[config.mk]
export PLATFORM = sky130hd
export DESIGN_NAME = wb_gpio_irq
export DESIGN_NICKNAME = d
export VERILOG_FILES = /design/src/rtl/wb_gpio_irq.sv
export SDC_FILE = /design/constraint.sdc
export NUM_CORES = 1
export LEC_CHECK = 0
export CAP_MARGIN = 20
export CORE_MARGIN = 2
export CORE_UTILIZATION = 54
export CTS_CLUSTER_DIAMETER = 150
export CTS_CLUSTER_SIZE = 40
export DETAILED_ROUTE_END_ITERATION = 16
export HOLD_SLACK_MARGIN = 0.1
export PLACE_DENSITY_LB_ADDON = 0.15
export SYNTH_ARGS = -nofsm -noshare
export SYNTH_HDL_FRONTEND = slang
export SYNTH_SLANG_ARGS = --single-unit
[constraint.sdc]
create_clock -name wb_clk -period 2 [get_ports wb_clk]
set_clock_uncertainty 0.2 [all_clocks]
set_input_delay 0.4 -clock wb_clk [delete_from_list [all_inputs] [get_ports wb_clk]]
set_output_delay 0.4 -clock wb_clk [all_outputs]
set_load 0.01 [all_outputs]
[src/rtl/wb_gpio_irq.sv]
// Wishbone B3 classic GPIO slave: per-bit direction, synchronised inputs,
// atomic set/clear of outputs and per-bit edge interrupts folded onto irq_o.
module wb_gpio_irq #(
  parameter int               WIDTH       = 32,
  parameter int               SYNC_STAGES = 2,
  parameter logic [WIDTH-1:0] RESET_OUT   = '0,
  parameter logic [WIDTH-1:0] RESET_DIR   = '0
) (
  input  logic             wb_clk,
  input  logic             wb_rst,
  input  logic [2:0]       wb_adr_i,
  input  logic [31:0]      wb_dat_i,
  input  logic [3:0]       wb_sel_i,
  input  logic             wb_we_i,
  input  logic             wb_cyc_i,
  input  logic             wb_stb_i,
  input  logic [2:0]       wb_cti_i,
  input  logic [1:0]       wb_bte_i,
  output logic [31:0]      wb_dat_o,
  output logic             wb_ack_o,
  output logic             wb_err_o,
  output logic             wb_rty_o,
  input  logic [WIDTH-1:0] gpio_i,
  output logic [WIDTH-1:0] gpio_o,
  output logic [WIDTH-1:0] gpio_oe_o,
  output logic             irq_o
);

  typedef enum logic [2:0] {
    REG_DATA_OUT = 3'd0,
    REG_DIR      = 3'd1,
    REG_DATA_IN  = 3'd2,
    REG_IRQ_EN   = 3'd3,
    REG_IRQ_EDGE = 3'd4,
    REG_IRQ_STAT = 3'd5,
    REG_OUT_SET  = 3'd6,
    REG_OUT_CLR  = 3'd7
  } reg_addr_e;

  logic [WIDTH-1:0] data_out_q, data_out_d;
  logic [WIDTH-1:0] dir_q, dir_d;
  logic [WIDTH-1:0] irq_en_q, irq_en_d;
  logic [WIDTH-1:0] irq_edge_q, irq_edge_d;
  logic [WIDTH-1:0] irq_stat_q, irq_stat_d;
  logic [WIDTH-1:0] prev_q, prev_d;
  logic [WIDTH-1:0] sync_q [SYNC_STAGES];
  logic [WIDTH-1:0] sync_d [SYNC_STAGES];
  logic             ack_q, ack_d;
  logic             irq_q, irq_d;
  logic [31:0]      dat_q, dat_d;

  reg_addr_e        addr;
  logic [31:0]      lane_mask;
  logic [WIDTH-1:0] wr_mask, wr_data, data_in, rise, fall, irq_event;
  logic [WIDTH-1:0] w1c_mask, rd_val;
  logic [31:0]      rd_data;
  logic             access, write;
  logic             unused_bits;

  assign addr      = reg_addr_e'(wb_adr_i);
  assign lane_mask = {{8{wb_sel_i[3]}}, {8{wb_sel_i[2]}}, {8{wb_sel_i[1]}}, {8{wb_sel_i[0]}}};
  assign wr_mask   = lane_mask[WIDTH-1:0];
  assign wr_data   = wb_dat_i[WIDTH-1:0] & wr_mask;
  // The ~ack term gives the single wait state and one ack per access.
  assign access    = wb_cyc_i & wb_stb_i & ~ack_q;
  assign write     = access & wb_we_i;

  assign data_in   = sync_q[SYNC_STAGES-1];
  assign rise      = data_in & ~prev_q;
  assign fall      = ~data_in & prev_q;
  assign irq_event = irq_en_q & ((irq_edge_q & rise) | (~irq_edge_q & fall));

  // NOTE: every variable written in an always_comb gets a default first, so no
  // path through the case statements can leave it unassigned and infer a latch.
  always_comb begin
    rd_val = '0;
    case (addr)
      REG_DATA_OUT: rd_val = data_out_q;
      REG_DIR:      rd_val = dir_q;
      REG_DATA_IN:  rd_val = data_in;
      REG_IRQ_EN:   rd_val = irq_en_q;
      REG_IRQ_EDGE: rd_val = irq_edge_q;
      REG_IRQ_STAT: rd_val = irq_stat_q;
      default:      rd_val = '0;
    endcase
    rd_data              = '0;
    rd_data[WIDTH-1:0]   = rd_val;
  end

  always_comb begin
    data_out_d = data_out_q;
    dir_d      = dir_q;
    irq_en_d   = irq_en_q;
    irq_edge_d = irq_edge_q;
    w1c_mask   = '0;
    if (write) begin
      case (addr)
        REG_DATA_OUT: data_out_d = (data_out_q & ~wr_mask) | wr_data;
        REG_DIR:      dir_d      = (dir_q & ~wr_mask) | wr_data;
        REG_IRQ_EN:   irq_en_d   = (irq_en_q & ~wr_mask) | wr_data;
        REG_IRQ_EDGE: irq_edge_d = (irq_edge_q & ~wr_mask) | wr_data;
        REG_IRQ_STAT: w1c_mask   = wr_data;
        REG_OUT_SET:  data_out_d = data_out_q | wr_data;
        REG_OUT_CLR:  data_out_d = data_out_q & ~wr_data;
        default:      ;
      endcase
    end
    // A new event outranks a clear of the same bit in the same cycle.
    irq_stat_d = (irq_stat_q & ~w1c_mask) | irq_event;
    irq_d      = |irq_stat_q;
    ack_d      = access;
    dat_d      = access ? rd_data : dat_q;
    sync_d[0]  = gpio_i;
    for (int i = 1; i < SYNC_STAGES; i++) sync_d[i] = sync_q[i-1];
    prev_d     = data_in;
  end

  // NOTE: sequential state uses non-blocking assignments only, so every flop
  // samples the pre-edge value of its neighbours regardless of statement order.
  always_ff @(posedge wb_clk) begin
    if (wb_rst) begin
      data_out_q <= RESET_OUT;
      dir_q      <= RESET_DIR;
      irq_en_q   <= '0;
      irq_edge_q <= '0;
      irq_stat_q <= '0;
      prev_q     <= '0;
      ack_q      <= 1'b0;
      irq_q      <= 1'b0;
      dat_q      <= '0;
      // NOTE: the synchroniser array is a handful of flops, not a RAM, so it
      // is reset explicitly to keep spurious edges out of the first cycles.
      for (int i = 0; i < SYNC_STAGES; i++) sync_q[i] <= '0;
    end else begin
      data_out_q <= data_out_d;
      dir_q      <= dir_d;
      irq_en_q   <= irq_en_d;
      irq_edge_q <= irq_edge_d;
      irq_stat_q <= irq_stat_d;
      prev_q     <= prev_d;
      ack_q      <= ack_d;
      irq_q      <= irq_d;
      dat_q      <= dat_d;
      for (int i = 0; i < SYNC_STAGES; i++) sync_q[i] <= sync_d[i];
    end
  end

  assign wb_dat_o  = dat_q;
  assign wb_ack_o  = ack_q;
  assign wb_err_o  = 1'b0;
  assign wb_rty_o  = 1'b0;
  assign gpio_o    = data_out_q;
  assign gpio_oe_o = dir_q;
  assign irq_o     = irq_q;

  // Burst hints and data lanes above WIDTH have no function in this slave.
  assign unused_bits = ^{wb_cti_i, wb_bte_i, wb_dat_i, lane_mask};

endmodule

==> parameters.txt, run 1 <==
Parameter                              Value

Detailed routing
  Antenna viol nets, final ... 0
  Initial detailed-routing violation count ... 919
  First-pass DRT Iterations ... 5
  Via density per instance ... 5.83
  WL/cell ... 19.2 microns
  Via count ... 10.2k
  Final wirelength ... about 34,000 microns
  Count of unresolved DRC violations after routing ... 0

Timing
  Finish-stage setup viols ... 0
  Slew Viols, Final ... 0
  TNS Setup ... 0 ns
  Hold WS ... approximately 0.23 ns
  Worst Tran Pin Value ... around 0.64 ns
  Period utilisation layout ... 0.977
  Max Clock Freq ... about 510 MHz
  RSZ-0062 raised after global routing ... no
  Final count of hold timing violations ... 0
  Minimum clock period after layout ... ~2.0 ns
  Headroom to the max-slew limit ... 0.575

Placement
  Number of buffer cells added on primary ports ... around 170
  Detailed-placement wirelength estimate ... 23,300 microns
  GP Congestion ... 0.851
  Number of placed cells counting well taps ... between 1.5k and 2k

Clock network
  Clock latency on the worst-skew pair ... 0.51 ns
  # clock sinks ... 290
  Clock buffer depth ... 3
  Clock-pin slew of the registers on the worst-case setup and hold paths ... roughly 0.14 ns
  Clock tree from TritonCTS ... done
  Count of H-tree levels built during CTS ... 1
  Number of clock buffers inserted by TritonCTS ... 11
  Root buffer selected by CTS ... sky130_fd_sc_hd__clkbuf_16

Floorplan
  Die Y ... 153 microns
  Initial Utilization ... 0.550
  Full die area ... between 0.02 and 0.025 sq mm
  Number of rows created at floorplan ... 54
  Floorplan Core Area ... 0.0219 sq mm
  Boundary Pins ... 181
  Die outline width ... 153 microns

Final layout
  Number of inserted filler cells in the final layout ... ~1.8k
  Area growth from synthesis to final layout ... 23.6%
  Final core area utilization ... 0.680
  Layout cells sized above 1 ... 0.141
  Seq. cell area ... 0.00588 sq mm
  Multi-input logic area ... 0.00584 sq mm
  # nets final ... around 1.6k
  Final Non-Filler Cells ... around 1.8k

Worst hold path
  Worst hold path type ... input pin to register
  Hold wc startpoint ... gpio_i[26]
  End point of the worst hold path ... sync_q[0][26]
  Instance count along the most critical hold path ... 2

GRT
  Antenna violations before repair ... 0
  Maximum number of pins on one net before global-route repair ... between 100 and 150
  Grt ovf ... 0
  First-pass GRT wire length ... between 50,000 and 60,000 microns
  Via count of the first global-routing pass ... a little under 10k
  Global-route usage over all layers ... 0.277

Yosys
  Complex-gate fraction of the synthesized area ... 0.148
  Share of synthesized cell area in full adder, half adder and majority cells ... 0
  Post-synth top area share ... 0.482
  Number of synthesis warnings ... 0
  Area leader, netlist ... sky130_fd_sc_hd__dfxtp_1
  Syn_area_per_cell ... around 9.4 sq um
  Post-synth EDFFs ... 0
  Post-synth top cells ... sky130_fd_sc_hd__dfxtp_1 (290), sky130_fd_sc_hd__nor2_1 (164), sky130_fd_sc_hd__mux2i_1 (123)
  Biggest area contributors in the synthesized netlist ... sky130_fd_sc_hd__dfxtp_1 (48%), sky130_fd_sc_hd__mux2i_1 (10%), sky130_fd_sc_hd__nor2b_1 (5.5%)
  Mux cell area share after synthesis ... 0.122
  Post-Synthesis Cell Area ... ~0.012 sq mm
  Share of synthesized flip-flops with an asynchronous set or reset ... 0
  Combinational family with the most area after synthesis ... simple AND/OR/NAND/NOR gates
  Number of distinct library cells after synthesis ... 46
  Share of the yosys chip area belonging to registers ... 0.482
  Number of standard cells after synthesis ... 1,279
  Xor and xnor fraction of the mapped netlist area ... 0
  Primary flip-flop cell chosen by synthesis mapping ... sky130_fd_sc_hd__dfxtp_1
  Most frequent cell after synthesis ... sky130_fd_sc_hd__dfxtp_1
  Number of synthesized register bits ... between 200 and 300
  Synthesized-area fraction occupied by and/or/nand/nor cells ... 0.213

Run
  Number of maximum-capacitance violations ... 0

Critical path
  Cell with the largest stage delay on the worst path ... sky130_fd_sc_hd__dlygate4sd3_1
  Critical path launch point type ... input pin
  Startpoint of the lowest-slack register-to-register path ... wb_ack_o
  Critical Path Sink Type ... register
  Terminus of the critical flop-to-flop path ... irq_stat_q[31]
  Critical Path, Cell by Cell ... dlygate4sd3_1 > clkbuf_8 > or4_4 > buf_6 > nor2_8 > o2bb2ai_1
  Number of cells on the worst reg-to-reg path ... 5
  Slowest Stage Delay on Critical Path ... about 0.56 ns
  Required time of the worst setup path ... 2.20 ns
  Maximum fanout along the worst path ... 8
  Timing startpoint of the critical path ... wb_rst
  Data arrival, critical path ... between 2 and 2.5 ns
  Critical setup path kind ... input pin to register
  Reg-to-reg slack, setup ... 0.13 ns

Power
  Static Leakage ... approximately 6.6 nW
  Net switching share of the total power ... 0.241
  Post-route total power ... around 9.6 mW
  Cell internal pwr ... 7.32 mW
  Net Switching ... 2.32 mW
  Power density of the placed cells ... around 650 mW/mm^2
  Clock power share ... 0.290
  Portion of total power attributed to combinational logic ... 0.095
  Part of the total power dissipated in sequential elements ... 0.615
  Worst vdd rail ir drop ... about 0.6 mV

Status
  Status ... finished, final reports clean
[per-stage QoR]
step / area [sq um] / setup WS, ns
floorplan: 12000 / 0.222
finish: 14900 / 0.0468
global route: 14900 / 0.0280
global placement: 14600 / -0.222
CTS: 14900 / 0.00885
detailed placement: 14600 / -0.226
[per-layer routing]
layer | global-route usage | vias to the layer above | share of wire
li1 | - | 4890 | -
met4 | 0.0695 | 0 | 0.022
met5 | 0 | - | 0
met3 | 0.0488 | 46 | 0.083
met2 | 0.449 | 402 | 0.46
met1 | 0.386 | 4879 | 0.44
[layout by cell type, fill, tap and decap left out, types with 3 or more instances in the layout]
master	n
sky130_fd_sc_hd__a221oi_1	4
sky130_fd_sc_hd__nor2_8	3
sky130_fd_sc_hd__dfxtp_1	237
sky130_fd_sc_hd__nand2_1	92
sky130_fd_sc_hd__o221ai_1	16
sky130_fd_sc_hd__nand2b_1	36
sky130_fd_sc_hd__nor2_1	164
sky130_fd_sc_hd__mux2_2	21
sky130_fd_sc_hd__a22oi_1	38
sky130_fd_sc_hd__o2bb2ai_1	24
sky130_fd_sc_hd__a21oi_1	65
sky130_fd_sc_hd__dfxtp_2	51
sky130_fd_sc_hd__inv_1	4
sky130_fd_sc_hd__nand4_1	26
sky130_fd_sc_hd__o32ai_1	4
sky130_fd_sc_hd__nand2_2	3
sky130_fd_sc_hd__mux2i_1	123
sky130_fd_sc_hd__o21ai_0	65
sky130_fd_sc_hd__a22o_1	19
sky130_fd_sc_hd__buf_12	17
sky130_fd_sc_hd__o22a_1	5
sky130_fd_sc_hd__clkbuf_16	11
sky130_fd_sc_hd__nor2b_1	105
sky130_fd_sc_hd__clkdlybuf4s50_1	71
sky130_fd_sc_hd__buf_4	71
sky130_fd_sc_hd__dlygate4sd2_1	97
sky130_fd_sc_hd__o211ai_1	4
sky130_fd_sc_hd__nor4_1	9
sky130_fd_sc_hd__a32o_1	9
sky130_fd_sc_hd__nor3b_1	24
sky130_fd_sc_hd__nand3_2	11
sky130_fd_sc_hd__o22ai_1	11
sky130_fd_sc_hd__buf_2	3
[repair_timing]
action	in CTS	in global routing
gates resized for setup	152	3
pin swaps	0	1
setup buffers	2	0
endpoints found under the hold margin	13	0
endpoints found under the setup margin	98	2
hold buffers	1	0
[logic make-up after synthesis]
family / after synthesis
buffers and inverters: 89
DFF: 290
muxes: 144
other: 1
AOI/OAI and AO/OA: 267
and+or+nand+nor: 488
[area by class of cell]
| class | count | area share |
|---|---|---|
| clock buffer | 11 | 0.0185 |
| clock inverter | 1 | 0.00202 |
| antenna | 1 | 0.000168 |
| inverter | 4 | 0.00101 |
| timing repair buffer | 263 | 0.168 |
| tap | 280 | 0.0235 |
| multi-input combinational | 901 | 0.392 |
| sequential | 290 | 0.395 |
[worst max path at each step]
stage                     end  slack (ns)  cells past startpoint
3_3_place_gp        gpio_o[4]       -0.22                      6
3_5_place_dp   irq_stat_q[28]       -0.23                      6
2_1_floorplan    wb_dat_o[17]        0.22                      6
5_1_grt            gpio_o[23]        0.03                      6
6_report           gpio_o[23]        0.05                      6
4_1_cts         gpio_oe_o[23]       0.009                      1
[power groups by stage]
stage          registers, mW  clock network, mW  logic [mW]
6_report                5.93               2.79       0.914
5_1_grt                 5.95               3.05       0.971
4_1_cts                 5.93               2.86       0.902
3_5_place_dp            6.06                  0       0.905
3_3_place_gp            6.06                  0       0.897
2_1_floorplan           6.05                  0       0.432
[worst max-delay path, delay by kind of cell]
kind	cells	cell delay, ns
buf+inv	3	0.88
simple gates	2	0.72
compound gates	1	0.14
No activity file was read; power rests on OpenSTA's default activity.
==> inputs of run 2 (changes only) <==
--- a/config.mk
+++ b/config.mk
@@ -5,8 +5,7 @@
 export SDC_FILE = /design/constraint.sdc
 export NUM_CORES = 1
 export LEC_CHECK = 0
-export CAP_MARGIN = 20
-export CORE_MARGIN = 2
+export CORE_MARGIN = 5
 export CORE_UTILIZATION = 54
 export CTS_CLUSTER_DIAMETER = 150
 export CTS_CLUSTER_SIZE = 40
@@ -16,3 +15,4 @@
 export SYNTH_ARGS = -nofsm -noshare
 export SYNTH_HDL_FRONTEND = slang
 export SYNTH_SLANG_ARGS = --single-unit
+export TNS_END_PERCENT = 50
==> parameters.txt, run 2 (synthesis results as in run 1) <==
Parameter                              Value

Floorplan
  Boundary Pins ... 181 (unchanged)
  Die Y ... 159 microns (was 153 microns)
  Full die area ... 0.0254 sq mm (was 0.0235 sq mm)
  Die outline width ... 159 microns (was 153 microns)
  Floorplan Core Area ... 0.0219 sq mm (unchanged)
  Initial Utilization ... 0.550 (unchanged)
  Number of rows created at floorplan ... 54 (unchanged)

Final layout
  # nets final ... 1,557 (was 1,552)
  Area growth from synthesis to final layout ... 23.8% (was 23.6%)
  Commonest cells after routing, fill and taps aside ... sky130_fd_sc_hd__dfxtp_1 (244), sky130_fd_sc_hd__nor2_1 (164), sky130_fd_sc_hd__mux2i_1 (123), sky130_fd_sc_hd__nor2b_1 (105), sky130_fd_sc_hd__nand2_1 (92) (was sky130_fd_sc_hd__dfxtp_1 (237), sky130_fd_sc_hd__nor2_1 (164), sky130_fd_sc_hd__mux2i_1 (123), sky130_fd_sc_hd__nor2b_1 (105), sky130_fd_sc_hd__dlygate4sd2_1 (97))
  Most common cell after layout, fill and taps aside ... sky130_fd_sc_hd__dfxtp_1 (unchanged)
  Number of inserted filler cells in the final layout ... 1,834 (was 1,820)
  Cell area after layout ... 0.0149 sq mm (about the same)
  Count of antenna diodes in the layout ... 0 (was 1)
  Layout cells sized above 1 ... 0.139 (was 0.141)

Timing
  Minimum clock period after layout ... 1.98 ns (was 1.95 ns)
  RSZ-0062 raised after global routing ... yes (was no)
  Headroom to the max-slew limit ... 0.478 (was 0.575)
  Period utilisation layout ... 0.991 (was 0.977)
  Finish-stage setup viols ... 0 (unchanged)
  Max Clock Freq ... 505 MHz (was 512 MHz)
  Final count of hold timing violations ... 0 (unchanged)
  Worst Setup Slack, final ... 0.0181 ns (was 0.0468 ns)
  Worst Tran Pin Value ... 0.783 ns (was 0.638 ns)
  Slew Viols, Final ... 0 (unchanged)

Critical path
  Critical path launch point type ... input pin (unchanged)
  Maximum fanout along the worst path ... 9 (was 8)
  Startpoint of the lowest-slack register-to-register path ... wb_ack_o (unchanged)
  Gate family responsible for the most delay along the worst path ... buffers and inverters (unchanged)
  Critical Path Sink Type ... register (unchanged)
  Cell with the largest stage delay on the worst path ... sky130_fd_sc_hd__dlygate4sd3_1 (unchanged)
  Critical setup path kind ... input pin to register (unchanged)
  Reg-to-reg slack, setup ... 0.20 ns (was 0.13 ns)
  Critical Path, Cell by Cell ... dlygate4sd3_1 > buf_6 > or4_1 > buf_4 > nor2_8 > o2bb2ai_1 (was dlygate4sd3_1 > clkbuf_8 > or4_4 > buf_6 > nor2_8 > o2bb2ai_1)
  Slowest Stage Delay on Critical Path ... 0.57 ns (was 0.56 ns)
  Data arrival, critical path ... 2.20 ns (was 2.15 ns)
  Total buffers and inverters traversed by the critical path ... 3 (unchanged)
  Required time of the worst setup path ... 2.22 ns (was 2.20 ns)
  Timing startpoint of the critical path ... wb_rst (unchanged)

Clock network
  # clock sinks ... 290 (unchanged)
  Root buffer selected by CTS ... sky130_fd_sc_hd__clkbuf_16 (unchanged)
  Count of H-tree levels built during CTS ... 1 (unchanged)
  Number of clock buffers inserted by TritonCTS ... 11 (unchanged)
  Clock latency on the worst-skew pair ... 0.50 ns (was 0.51 ns)
  Clock tree from TritonCTS ... done (unchanged)
  Clock-pin slew of the registers on the worst-case setup and hold paths ... 0.14 ns (about the same)
  Post-CTS Setup Repair Bufs ... 0 (was 2)
  Clock buffer depth ... 3 (unchanged)

Power
  Portion of total power attributed to combinational logic ... 0.095 (about the same)
  Net switching share of the total power ... 0.243 (was 0.241)
  Cell internal pwr ... 7.33 mW (was 7.32 mW)
  Static Leakage ... 6.66 nW (was 6.56 nW)
  Net Switching ... 2.35 mW (was 2.32 mW)
  Worst vdd rail ir drop ... 0.723 mV (was 0.606 mV)
  Clock power share ... 0.292 (was 0.290)
  Power density of the placed cells ... 649 mW/mm^2 (was 647 mW/mm^2)
  Part of the total power dissipated in sequential elements ... 0.613 (was 0.615)

Detailed routing
  First-pass DRT Iterations ... 5 (unchanged)
  WL/cell ... 19.3 microns (was 19.2 microns)
  Via count ... 10.2k (about the same)
  Final wirelength ... 33,900 microns (was 33,600 microns)
  Via density per instance ... 5.84 (was 5.83)
  Initial detailed-routing violation count ... 887 (was 919)
  Antenna viol nets, final ... 0 (unchanged)
  Count of unresolved DRC violations after routing ... 0 (unchanged)

GRT
  Grt ovf ... 0 (unchanged)
  Maximum number of pins on one net before global-route repair ... 97 (was 115)
  Antenna violations before repair ... 1 (was 0)
  Global-route usage over all layers ... 0.252 (was 0.277)
  Via count of the first global-routing pass ... 9,635 (was 9,622)
  First-pass GRT wire length ... 53,100 microns (was 52,800 microns)

Worst hold path
  Hold wc startpoint ... sync_q[0][20] (was gpio_i[26])
  Worst hold path type ... register to register (was input pin to register)

Placement
  Pre-CTS setup slack ... -0.255 ns (was -0.226 ns)
  Placed Instance Area ... 0.0146 sq mm (about the same)
  Detailed-placement wirelength estimate ... 24,100 microns (was 23,300 microns)
  Number of buffer cells added on primary ports ... 173 (unchanged)
  GP Congestion ... 0.864 (was 0.851)

Run
  Number of maximum-capacitance violations ... 0 (unchanged)

Status
  Status ... finished, final reports clean (unchanged)
run 2: changes by cell type in the layout (fill, tap and decap cells not counted), sizes merged:
cell          delta
buf              +6
diode            -1
dlygate4sd2      -7
dlymetal6s2s     +6
run 2: area by class of cell:
cell class / count / area, sq um / area share
sequential: 290 / 5860 / 0.393
multi-input combinational: 901 / 5830 / 0.391
timing repair buffer: 268 / 2550 / 0.171
tap: 280 / 350 / 0.0235
clock buffer: 11 / 275 / 0.0185
clock inverter: 1 / 30.0 / 0.00201
inverter: 4 / 15.0 / 0.00101
run 2: repair_timing:
| action | in CTS | in global routing |
|---|---|---|
| hold buffers | 1 | 0 |
| setup endpoints to repair | 93 | 9 |
| resized for setup | 138 | 8 |
| hold endpoints to repair | 1 | 0 |
| pin swaps | 0 | 0 |
run 2: power by group through the flow:
stage / combinational (mW) / sequential [mW] / clock, mW
after floorplan: 0.432 / 6.05 / 0
after global placement: 0.902 / 6.06 / 0
after detailed placement: 0.910 / 6.06 / 0
after CTS: 0.908 / 5.93 / 2.85
after global routing: 0.971 / 5.95 / 3.06
final: 0.918 / 5.93 / 2.82
run 2: worst paths after layout:
kind / end / cells past startpoint
worst max-delay path: gpio_o[12] / 6
worst min-delay path: sync_q[0][52] / 1
worst min register to register: sync_q[0][52] / 1
worst max register to register: gpio_o[5] / 6
run 2: worst reg2reg max path, stage by stage, from the launching register on:
cell	delay [ns]
sky130_fd_sc_hd__dfxtp_1	0.37
sky130_fd_sc_hd__and4b_2	0.32
sky130_fd_sc_hd__buf_12	0.18
sky130_fd_sc_hd__buf_4	0.16
sky130_fd_sc_hd__nand2_2	0.16
sky130_fd_sc_hd__nor2_8	0.22
sky130_fd_sc_hd__o2bb2ai_1	0.13
run 2: routing by layer:
metal	GRT usage	share of wire	vias to the layer above
li1	-	-	4898
met2	0.410	0.46	364
met4	0.0620	0.025	0
met3	0.0360	0.063	56
met5	0	0	-
met1	0.356	0.45	4930
run 2: per-stage QoR:
step | utilization | std cells | hold WS [ns] | total power [mW] | TNS [ns]
final | 0.681 | 1755 | 0.199 | 9.67 | 0
after global placement | 0.669 | 1742 | 0.217 | 6.96 | -25.08
after global routing | 0.681 | 1755 | 0.221 | 9.98 | -0.00318
after detailed placement | 0.669 | 1742 | 0.220 | 6.97 | -27.71
after floorplan | - | 1280 | 0.214 | 6.48 | 0
after CTS | 0.681 | 1755 | 0.203 | 9.69 | -0.0177
